--- src/rtl/blram_arbiter.sv ---
// blram_arbiter: two-port round-robin arbiter/sequencer in front of a
// single-port 16-bit block RAM with 1-cycle registered read.
//
// Ports:
//   clk, rst                 clock (rising edge), asynchronous active-low reset
//   i_req_x/i_we_x/i_addr_x/i_wdata_x   request from port x (A = CPU, B = loader)
//   o_ack_x/o_rdata_x        one-cycle completion pulse with read data
//   o_err_b                  pulses with o_ack_b when a port-B write was blocked
//   o_ram_we/o_ram_addr/o_ram_wdata      registered RAM command
//   i_ram_rdata              RAM read data (valid in RESP)
//   o_busy                   FSM not idle
//
// Optional feature: define BLRAM_ARB_WPROT_EN to block port-B writes to
// addresses below PROT_BOUND (issued as reads, completed with o_err_b=1).
module blram_arbiter #(
  parameter int unsigned          SIZE       = 13,
  parameter logic [SIZE-1:0]      PROT_BOUND = SIZE'(64)
) (
  input  logic            clk,
  input  logic            rst,
  input  logic            i_req_a,
  input  logic            i_we_a,
  input  logic [SIZE-1:0] i_addr_a,
  input  logic [15:0]     i_wdata_a,
  output logic            o_ack_a,
  output logic [15:0]     o_rdata_a,
  input  logic            i_req_b,
  input  logic            i_we_b,
  input  logic [SIZE-1:0] i_addr_b,
  input  logic [15:0]     i_wdata_b,
  output logic            o_ack_b,
  output logic [15:0]     o_rdata_b,
  output logic            o_err_b,
  output logic            o_ram_we,
  output logic [SIZE-1:0] o_ram_addr,
  output logic [15:0]     o_ram_wdata,
  input  logic [15:0]     i_ram_rdata,
  output logic            o_busy
);

`ifdef BLRAM_ARB_WPROT_EN
  localparam bit WPROT = 1'b1;
`else
  localparam bit WPROT = 1'b0;
`endif

  typedef enum logic [1:0] {IDLE, ACCESS, RESP} state_t;

  state_t          state_q, state_d;
  logic            ram_we_q, ram_we_d;
  logic [SIZE-1:0] ram_addr_q, ram_addr_d;
  logic [15:0]     ram_wdata_q, ram_wdata_d;
  logic            ack_a_q, ack_a_d;
  logic            ack_b_q, ack_b_d;
  logic            err_b_q, err_b_d;
  logic [15:0]     rdata_a_q, rdata_a_d;
  logic [15:0]     rdata_b_q, rdata_b_d;
  logic            last_grant_q, last_grant_d;  // 1 = port B
  logic            winner_q, winner_d;          // 1 = port B
  logic            blocked_q, blocked_d;

  logic elig_a, elig_b, grant_b, prot_hit;

  always_comb begin
    state_d      = state_q;
    ram_we_d     = ram_we_q;
    ram_addr_d   = ram_addr_q;
    ram_wdata_d  = ram_wdata_q;
    ack_a_d      = 1'b0;
    ack_b_d      = 1'b0;
    err_b_d      = 1'b0;
    rdata_a_d    = rdata_a_q;
    rdata_b_d    = rdata_b_q;
    last_grant_d = last_grant_q;
    winner_d     = winner_q;
    blocked_d    = blocked_q;

    // A port is ineligible in its own ack cycle so a held request is not re-issued.
    elig_a   = i_req_a & ~ack_a_q;
    elig_b   = i_req_b & ~ack_b_q;
    // B wins if alone, or on contention when A was granted last.
    grant_b  = elig_b & (~elig_a | ~last_grant_q);
    prot_hit = WPROT && i_we_b && (i_addr_b < PROT_BOUND);

    unique case (state_q)
      IDLE: begin
        ram_we_d = 1'b0;
        if (elig_a | elig_b) begin
          state_d  = ACCESS;
          winner_d = grant_b;
          if (grant_b) begin
            ram_addr_d  = i_addr_b;
            ram_wdata_d = i_wdata_b;
            ram_we_d    = i_we_b & ~prot_hit;
            blocked_d   = prot_hit;
          end else begin
            ram_addr_d  = i_addr_a;
            ram_wdata_d = i_wdata_a;
            ram_we_d    = i_we_a;
            blocked_d   = 1'b0;
          end
        end
      end
      ACCESS: begin
        ram_we_d = 1'b0;
        state_d  = RESP;
      end
      RESP: begin
        if (winner_q) begin
          rdata_b_d = i_ram_rdata;
          ack_b_d   = 1'b1;
          err_b_d   = blocked_q;
        end else begin
          rdata_a_d = i_ram_rdata;
          ack_a_d   = 1'b1;
        end
        last_grant_d = winner_q;
        state_d      = IDLE;
      end
      default: begin
        ram_we_d = 1'b0;
        state_d  = IDLE;
      end
    endcase
  end

  always_ff @(posedge clk or negedge rst) begin
    if (!rst) begin
      state_q      <= IDLE;
      ram_we_q     <= 1'b0;
      ram_addr_q   <= '0;
      ram_wdata_q  <= '0;
      ack_a_q      <= 1'b0;
      ack_b_q      <= 1'b0;
      err_b_q      <= 1'b0;
      rdata_a_q    <= '0;
      rdata_b_q    <= '0;
      last_grant_q <= 1'b1;
      winner_q     <= 1'b0;
      blocked_q    <= 1'b0;
    end else begin
      state_q      <= state_d;
      ram_we_q     <= ram_we_d;
      ram_addr_q   <= ram_addr_d;
      ram_wdata_q  <= ram_wdata_d;
      ack_a_q      <= ack_a_d;
      ack_b_q      <= ack_b_d;
      err_b_q      <= err_b_d;
      rdata_a_q    <= rdata_a_d;
      rdata_b_q    <= rdata_b_d;
      last_grant_q <= last_grant_d;
      winner_q     <= winner_d;
      blocked_q    <= blocked_d;
    end
  end

  assign o_ack_a     = ack_a_q;
  assign o_ack_b     = ack_b_q;
  assign o_err_b     = err_b_q;
  assign o_rdata_a   = rdata_a_q;
  assign o_rdata_b   = rdata_b_q;
  assign o_ram_we    = ram_we_q;
  assign o_ram_addr  = ram_addr_q;
  assign o_ram_wdata = ram_wdata_q;
  assign o_busy      = (state_q != IDLE);

endmodule

--- config.mk ---
export PLATFORM = sky130hd
export DESIGN_NAME = blram_arbiter
export DESIGN_NICKNAME = d
export VERILOG_FILES = /design/src/rtl/blram_arbiter.sv
export SDC_FILE = /design/constraint.sdc
export NUM_CORES = 1
export LEC_CHECK = 0
export CORE_MARGIN = 10
export CORE_UTILIZATION = 41
export CTS_BUF_LIST = sky130_fd_sc_hd__clkbuf_2 sky130_fd_sc_hd__clkbuf_4 sky130_fd_sc_hd__clkbuf_8
export DETAILED_ROUTE_END_ITERATION = 6
export PLACE_DENSITY = 0.82
export RECOVER_POWER = 100
export SLEW_MARGIN = 40
export SYNTH_ARGS = -nofsm -noshare
export SYNTH_HDL_FRONTEND = slang
export SYNTH_SLANG_ARGS = --single-unit
--- constraint.sdc ---
create_clock -name clk -period 1.7 [get_ports clk]
set_input_delay 0.425 -clock clk [delete_from_list [all_inputs] [get_ports clk]]
set_output_delay 0.425 -clock clk [all_outputs]
set_load 0.005 [all_outputs]
==> impl_metrics.env, run 1 <==
export IMPL_diodes=0
export IMPL_initial_core_util_pct=42.3
export IMPL_dp_hpwl_um=6540
export IMPL_die_area_um2=10800
export IMPL_area_growth_pct=62.9
export IMPL_antenna_found_initial=0
export IMPL_cts_tree="done"
export IMPL_timing_rr_start="state_q[0]"
export IMPL_critPathRequiredTime_ns=1.27
export IMPL_grt_pass1_wl_um=13300
export IMPL_insertion_delay_ns=0.32
export IMPL_fin_util_pct=69.0
export IMPL_final_common_cell="clkdlybuf4s50_1"
export IMPL_critPathBufInv=1
export IMPL_instances_no_fill=473
export IMPL_fmax_mhz=615
export IMPL_p_per_area_nw_per_um2=1740
export IMPL_worst_pin_slew_ns=0.854
export IMPL_grt_pass1_vias=2473
export IMPL_io_pins=146
export IMPL_yosysWarnings=0
export IMPL_outcome="complete, no violations"
export IMPL_layout_drive_gt1_share_pct=17.5
export IMPL_timing_final_crit_period_ns=1.63
export IMPL_grt_max_degree=36
export IMPL_die_w_um=104
export IMPL_multi_input_area_um2=1030
export IMPL_portBuffers=144
export IMPL_fin_crit_sh_pct=95.7
export IMPL_clk_path_buf_depth=2
export IMPL_grt_overflow=0
export IMPL_ff2ff_setup_slack_ns=0.15
export IMPL_crit_chain="clkdlybuf4s50_1"
export IMPL_routed_wl_um=8150
export IMPL_final_hold_viol_count=0
export IMPL_path_clk_slew_ns=0.07
export IMPL_synth_seq_cells=68
export IMPL_slowest_delay_ns=0.53
export IMPL_critical_path_class="reg -> out"
export IMPL_cts_made_buffers=9
export IMPL_end_kind="output port"
export IMPL_slew_headroom_pct=43.1
export IMPL_syn_nets=298
export IMPL_start_kind="register"
export IMPL_r2r_cells=4
export IMPL_via_count=2230
export IMPL_skew_ns=0.00815
export IMPL_regArea_um2=1700
export IMPL_setup_tns_final_ns=0
export IMPL_r2r_end="o_rdata_b[3]"
export IMPL_postCtsHoldBufs=0
export IMPL_htree_levels=3
export IMPL_fillers=531
export IMPL_post_route_cell_area_um2=4690
export IMPL_grt_total_usage_pct=15.3
export IMPL_rsz0062_at_grt="false"
export IMPL_vias_per_cell=4.71
export IMPL_layout_common_cells="clkdlybuf4s50_1 (142), dfrtp_1 (67), mux2_2 (33)"
export IMPL_setup_viol=0
export IMPL_syn_area_um2=2880
export IMPL_cap_violations=0
export IMPL_gp_congestion=0.705
export IMPL_core_um2=6790
export IMPL_hp_class="in -> async"
export IMPL_ys_seq_area_share_pct=59.2
export IMPL_leakagePower_uw=0.00202
export IMPL_power_total_uw=8170
export IMPL_rows=30
export IMPL_wire_per_inst_um=17.2
export IMPL_placedCellCount=456
export IMPL_cts_root_buf="clkbuf_8"
export IMPL_synth_avg_cell_area_um2=13.2
export IMPL_drtIter0Drc=26
export IMPL_ys_types=24
export IMPL_drc=0
export IMPL_placed_area_um2=4470
export IMPL_cts_sinks=68
export IMPL_crit_slowest_cell="clkdlybuf4s50_1"
export IMPL_slew_violations=0
export IMPL_crit_family="buffers and inverters"
export IMPL_cp_arrival_ns=1.20
export IMPL_first_pass_iters=4
export IMPL_nets=452
export IMPL_ir_worst_vdd_mv=1.03
export IMPL_worstPathMaxFanout=2
export IMPL_ant_nets=0
export IMPL_synthCells=218
export IMPL_die_h_um=104
## synthesized netlist by cell type
master | count | area share [%]
o21ai_1 | 28 | 4.9
o21ai_2 | 2 | 0.61
buf_8 | 4 | 2.1
nor2b_1 | 1 | 0.22
conb_1 | 1 | 0.13
inv_1 | 2 | 0.26
and2b_1 | 1 | 0.26
or2_1 | 1 | 0.22
nand2_1 | 30 | 3.9
buf_2 | 4 | 0.70
dfstp_2 | 1 | 0.91
buf_6 | 1 | 0.39
nor2b_4 | 2 | 0.96
nor2b_2 | 1 | 0.30
nor2_1 | 2 | 0.26
nand2_2 | 1 | 0.22
buf_1 | 1 | 0.13
mux2i_1 | 30 | 10
mux2_2 | 33 | 13
clkbuf_2 | 2 | 0.35
a21boi_4 | 1 | 0.65
dfrtp_1 | 67 | 58
buf_4 | 1 | 0.26
o21bai_4 | 1 | 0.65
## cells by family after synthesis
| logic type | share of synthesized area, % |
|---|---|
| buf+inv | 4.18 |
| simple gates | 6.35 |
| other cells | 0.130 |
| mux | 23.4 |
| compound gates | 6.79 |
| flops | 59.2 |
## through the flow
stage                     worst slack [ns]  hold WS, ns
after floorplan                      0.276        0.129
after global placement              -0.179        0.432
after detailed placement            -0.232        0.436
after CTS                           0.0299        0.133
after global routing                0.0106        0.324
final                               0.0737        0.286
## where the power goes
group	leakage, uW	total, uW	switching, uW	internal [uW]
clock network	0.000130	1640	569	1070
logic	0.00107	3690	1350	2340
registers	0.000821	2840	401	2440
total	0.00202	8170	2320	5850
## layout make-up
cell class                      instances  share of cell area (%)
Inverter                                2                   0.160
Tap cell                               96                    2.56
Multi-Input combinational cell        135                    22.1
Clock buffer                           12                    3.39
Timing Repair Buffer                  156                    33.5
Clock inverter                          4                    2.03
Sequential cell                        68                    36.3
## state kept, by name, summed over array words and instances, names as in the netlist
signal and cells:
winner_q 1, o_rdata_b 16, o_ack_a 1, state_q 2
o_ack_b 1, o_ram_we 1, o_ram_addr 13, o_ram_wdata 16
last_grant_q 1, o_rdata_a 16
## worst max path at each step
stage	from	end	slack [ns]	depth (start not counted)
finish	o_ack_b	o_ack_b	0.07	1
CTS	o_ack_a	o_ack_a	0.03	1
floorplan	i_req_b	o_ram_wdata[12]	0.28	5
global placement	i_req_b	o_ram_wdata[3]	-0.18	6
detailed placement	i_req_b	o_ram_wdata[3]	-0.23	6
global route	o_rdata_b[7]	o_rdata_b[7]	0.01	1
## layer usage
metal / wire length [um] / GRT usage, %
met1: 3250 / 16.9
met3: 668 / 5.89
met2: 4150 / 26.4
met5: 0 / 0
met4: 83 / 4.77
## what timing repair did
action | CTS | global route
buffers inserted | 1 | 0
resized for setup | 2 | 0
setup endpoints to repair | 2 | 0
hold endpoints to repair | 0 | 0
No activity file was read; power rests on OpenSTA's default activity.
==> run 2, diff against run 1 <==
--- a/config.mk
+++ b/config.mk
@@ -9,6 +9,7 @@
 export CORE_UTILIZATION = 41
 export CTS_BUF_LIST = sky130_fd_sc_hd__clkbuf_2 sky130_fd_sc_hd__clkbuf_4 sky130_fd_sc_hd__clkbuf_8
 export DETAILED_ROUTE_END_ITERATION = 6
+export GPL_ROUTABILITY_DRIVEN = 0
 export PLACE_DENSITY = 0.82
 export RECOVER_POWER = 100
 export SLEW_MARGIN = 40
==> results of run 2 <==
Final layout, timing and power as in run 1 (identical DEF).
==> run 3, diff against run 2 <==
--- a/config.mk
+++ b/config.mk
@@ -6,11 +6,11 @@
 export NUM_CORES = 1
 export LEC_CHECK = 0
 export CORE_MARGIN = 10
-export CORE_UTILIZATION = 41
+export CORE_UTILIZATION = 37
 export CTS_BUF_LIST = sky130_fd_sc_hd__clkbuf_2 sky130_fd_sc_hd__clkbuf_4 sky130_fd_sc_hd__clkbuf_8
 export DETAILED_ROUTE_END_ITERATION = 6
 export GPL_ROUTABILITY_DRIVEN = 0
-export PLACE_DENSITY = 0.82
+export PLACE_DENSITY = 0.78
 export RECOVER_POWER = 100
 export SLEW_MARGIN = 40
 export SYNTH_ARGS = -nofsm -noshare
==> constraint.sdc (replaced) <==
create_clock -name clk -period 1.4 [get_ports clk]
set_input_delay 0.35 -clock clk [delete_from_list [all_inputs] [get_ports clk]]
set_output_delay 0.35 -clock clk [all_outputs]
set_load 0.005 [all_outputs]
==> run 3 against run 2 <==
The run now ends with setup timing left. Cell count grew 5.5%. Sequential share of layout area shrank 2.3 points. First-iteration DRC count grew to 2.7 times the previous value. Combinational power grew 25%. Global-route usage shrank 0.71 points. Highest routed layer unchanged. Routed wire length grew 7.2%. Clock skew shrank 0.0027 ns. Sequential power grew 21%. Via count grew 3.6%. Worst setup slack lost 0.24 ns.
==> impl_metrics.env, run 3 (synthesized netlist as in run 1, its figures left out) <==
export IMPL_outcome="finished with violations"
export IMPL_violations="setup timing"
export IMPL_multi_input_area_um2=1140
export IMPL_initial_core_util_pct=37.6
export IMPL_grt_pass1_wl_um=13400
export IMPL_setup_ws_ns=-0.167
export IMPL_worstPathMaxFanout=5
export IMPL_grt_pass1_vias=2493
export IMPL_p_comb_share_pct=44.4
export IMPL_antenna_found_initial=0
export IMPL_met3_usage_pct=5.95
export IMPL_regArea_um2=1700
export IMPL_leakagePower_uw=0.00235
export IMPL_cap_violations=0
export IMPL_sequentialPowerShare_pct=33.2
export IMPL_power_total_uw=10400
export IMPL_fin_crit_sh_pct=112
export IMPL_drc=0
export IMPL_dp_hpwl_um=6490
export IMPL_ant_nets=0
export IMPL_final_hold_viol_count=0
export IMPL_skew_ns=0.00548
export IMPL_via_count=2310
export IMPL_slew_violations=0
export IMPL_switching_share_pct=29.5
export IMPL_start_kind="register"
export IMPL_critical_path_class="reg -> reg"
export IMPL_final_common_cell="clkdlybuf4s50_1"
export IMPL_portBuffers=144
export IMPL_setup_viol=64
export IMPL_diodes=0
export IMPL_vias_per_cell=4.63
export IMPL_cts_root_buf="clkbuf_8"
export IMPL_hp_start="state_q[1]"
export IMPL_drtIter0Drc=69
export IMPL_p_per_area_nw_per_um2=2070
export IMPL_die_h_um=108
export IMPL_cts_made_buffers=9
export IMPL_htree_levels=3
export IMPL_grt_overflow=0
export IMPL_power_switching_uw=3070
export IMPL_core_um2=7650
export IMPL_first_pass_iters=4
export IMPL_die_area_um2=11700
export IMPL_routed_wl_um=8730
export IMPL_crit_path_start="o_ack_b"
export IMPL_hp_class="reg -> reg"
export IMPL_met2_usage_pct=24.9
export IMPL_critPathRequiredTime_ns=1.62
export IMPL_dp_slack_ns=-0.502
export IMPL_timing_rr_start="o_ack_b"
export IMPL_ff2ff_setup_slack_ns=-0.17
export IMPL_grt_use_met1_pct=15.9
export IMPL_cts_sinks=68
export IMPL_ir_worst_vdd_mv=1.27
export IMPL_timing_final_crit_period_ns=1.57
export IMPL_grt_total_usage_pct=14.6
export IMPL_end_kind="register"
export IMPL_rows=32
export IMPL_cts_tree="done"
export IMPL_fillers=607
export IMPL_path_clk_slew_ns=0.07
export IMPL_intPower_uw=7320
export IMPL_fmax_mhz=638
export IMPL_busiest_layer="met2"
export IMPL_clkPwrFrac_pct=22.4
export IMPL_layout_common_cells="clkdlybuf4s50_1 (77), dfrtp_1 (67), dlygate4sd2_1 (62)"
export IMPL_area_growth_pct=74.2
export IMPL_io_pins=146
export IMPL_clk_path_buf_depth=2
export IMPL_cp_arrival_ns=1.78
export IMPL_wire_per_inst_um=17.5
export IMPL_layout_drive_gt1_share_pct=23.9
export IMPL_rsz0062_at_grt="true"
export IMPL_grt_max_degree=35
export IMPL_die_w_um=108
export IMPL_nets=472
export IMPL_insertion_delay_ns=0.33
[run 3: area by class of cell]
| class | instances | area share (%) |
|---|---|---|
| well taps | 102 | 2.55 |
| clock buffers | 10 | 2.75 |
| repair buffers | 176 | 34.7 |
| multi-input cells | 135 | 22.7 |
| inverters | 2 | 0.150 |
| flip-flops and latches | 68 | 34.0 |
| clock inverters | 6 | 3.17 |
[run 3: path summary, 6_finish.rpt]
check,cells after the start,end
min reg2reg,1,state_q[1]
max in group asynchronous,3,o_rdata_a[14]
min in group asynchronous,2,o_ram_addr[5]
max reg2reg,7,o_ram_addr[11]
min,1,state_q[1]
max,7,o_ram_addr[11]
[run 3: timing repair]
action,4_1_cts,5_1_grt
endpoints found under the setup margin,111,67
buffers inserted,8,4
hold buffers,1,0
resized for setup,96,18
hold endpoints to repair,13,0
pin swaps,2,4
gates cloned,3,2
[run 3: metal layers]
metal / wire [um] / part of all wire (%) / vias up
met3: 761 / 8.7 / 12
met2: 4480 / 51 / 82
met4: 130 / 1.5 / 0
met1: 3370 / 39 / 1114
met5: 0 / 0 / -
li1: - / - / 1102
[run 3: through the flow]
step                area [um2]  std cells  util, %  hold WS (ns)  TNS [ns]
floorplan                 2880        218        -        0.0544         0
global placement          4540        469     59.3         0.302    -12.80
detailed placement        4540        469     59.3         0.295    -14.98
CTS                       4970        497     64.9         0.460     -4.19
global route              5010        499     65.5         0.480     -9.40
finish                    5010        499     65.5         0.452     -5.11
[run 3: power groups by stage]
stage / registers, uW / logic [uW] / clock network (uW)
floorplan: 3560 / 1880 / 0
global placement: 3450 / 4650 / 0
detailed placement: 3520 / 4740 / 0
CTS: 3450 / 4590 / 2390
global route: 3580 / 5020 / 2480
finish: 3450 / 4610 / 2330
[run 3: critical path, stage by stage, from the launching register on]
cell	delay [ns]
dfrtp_1	0.39
buf_6	0.12
nor2b_4	0.10
a21boi_4	0.27
buf_6	0.15
buf_12	0.11
mux2i_1	0.20
o21ai_1	0.09
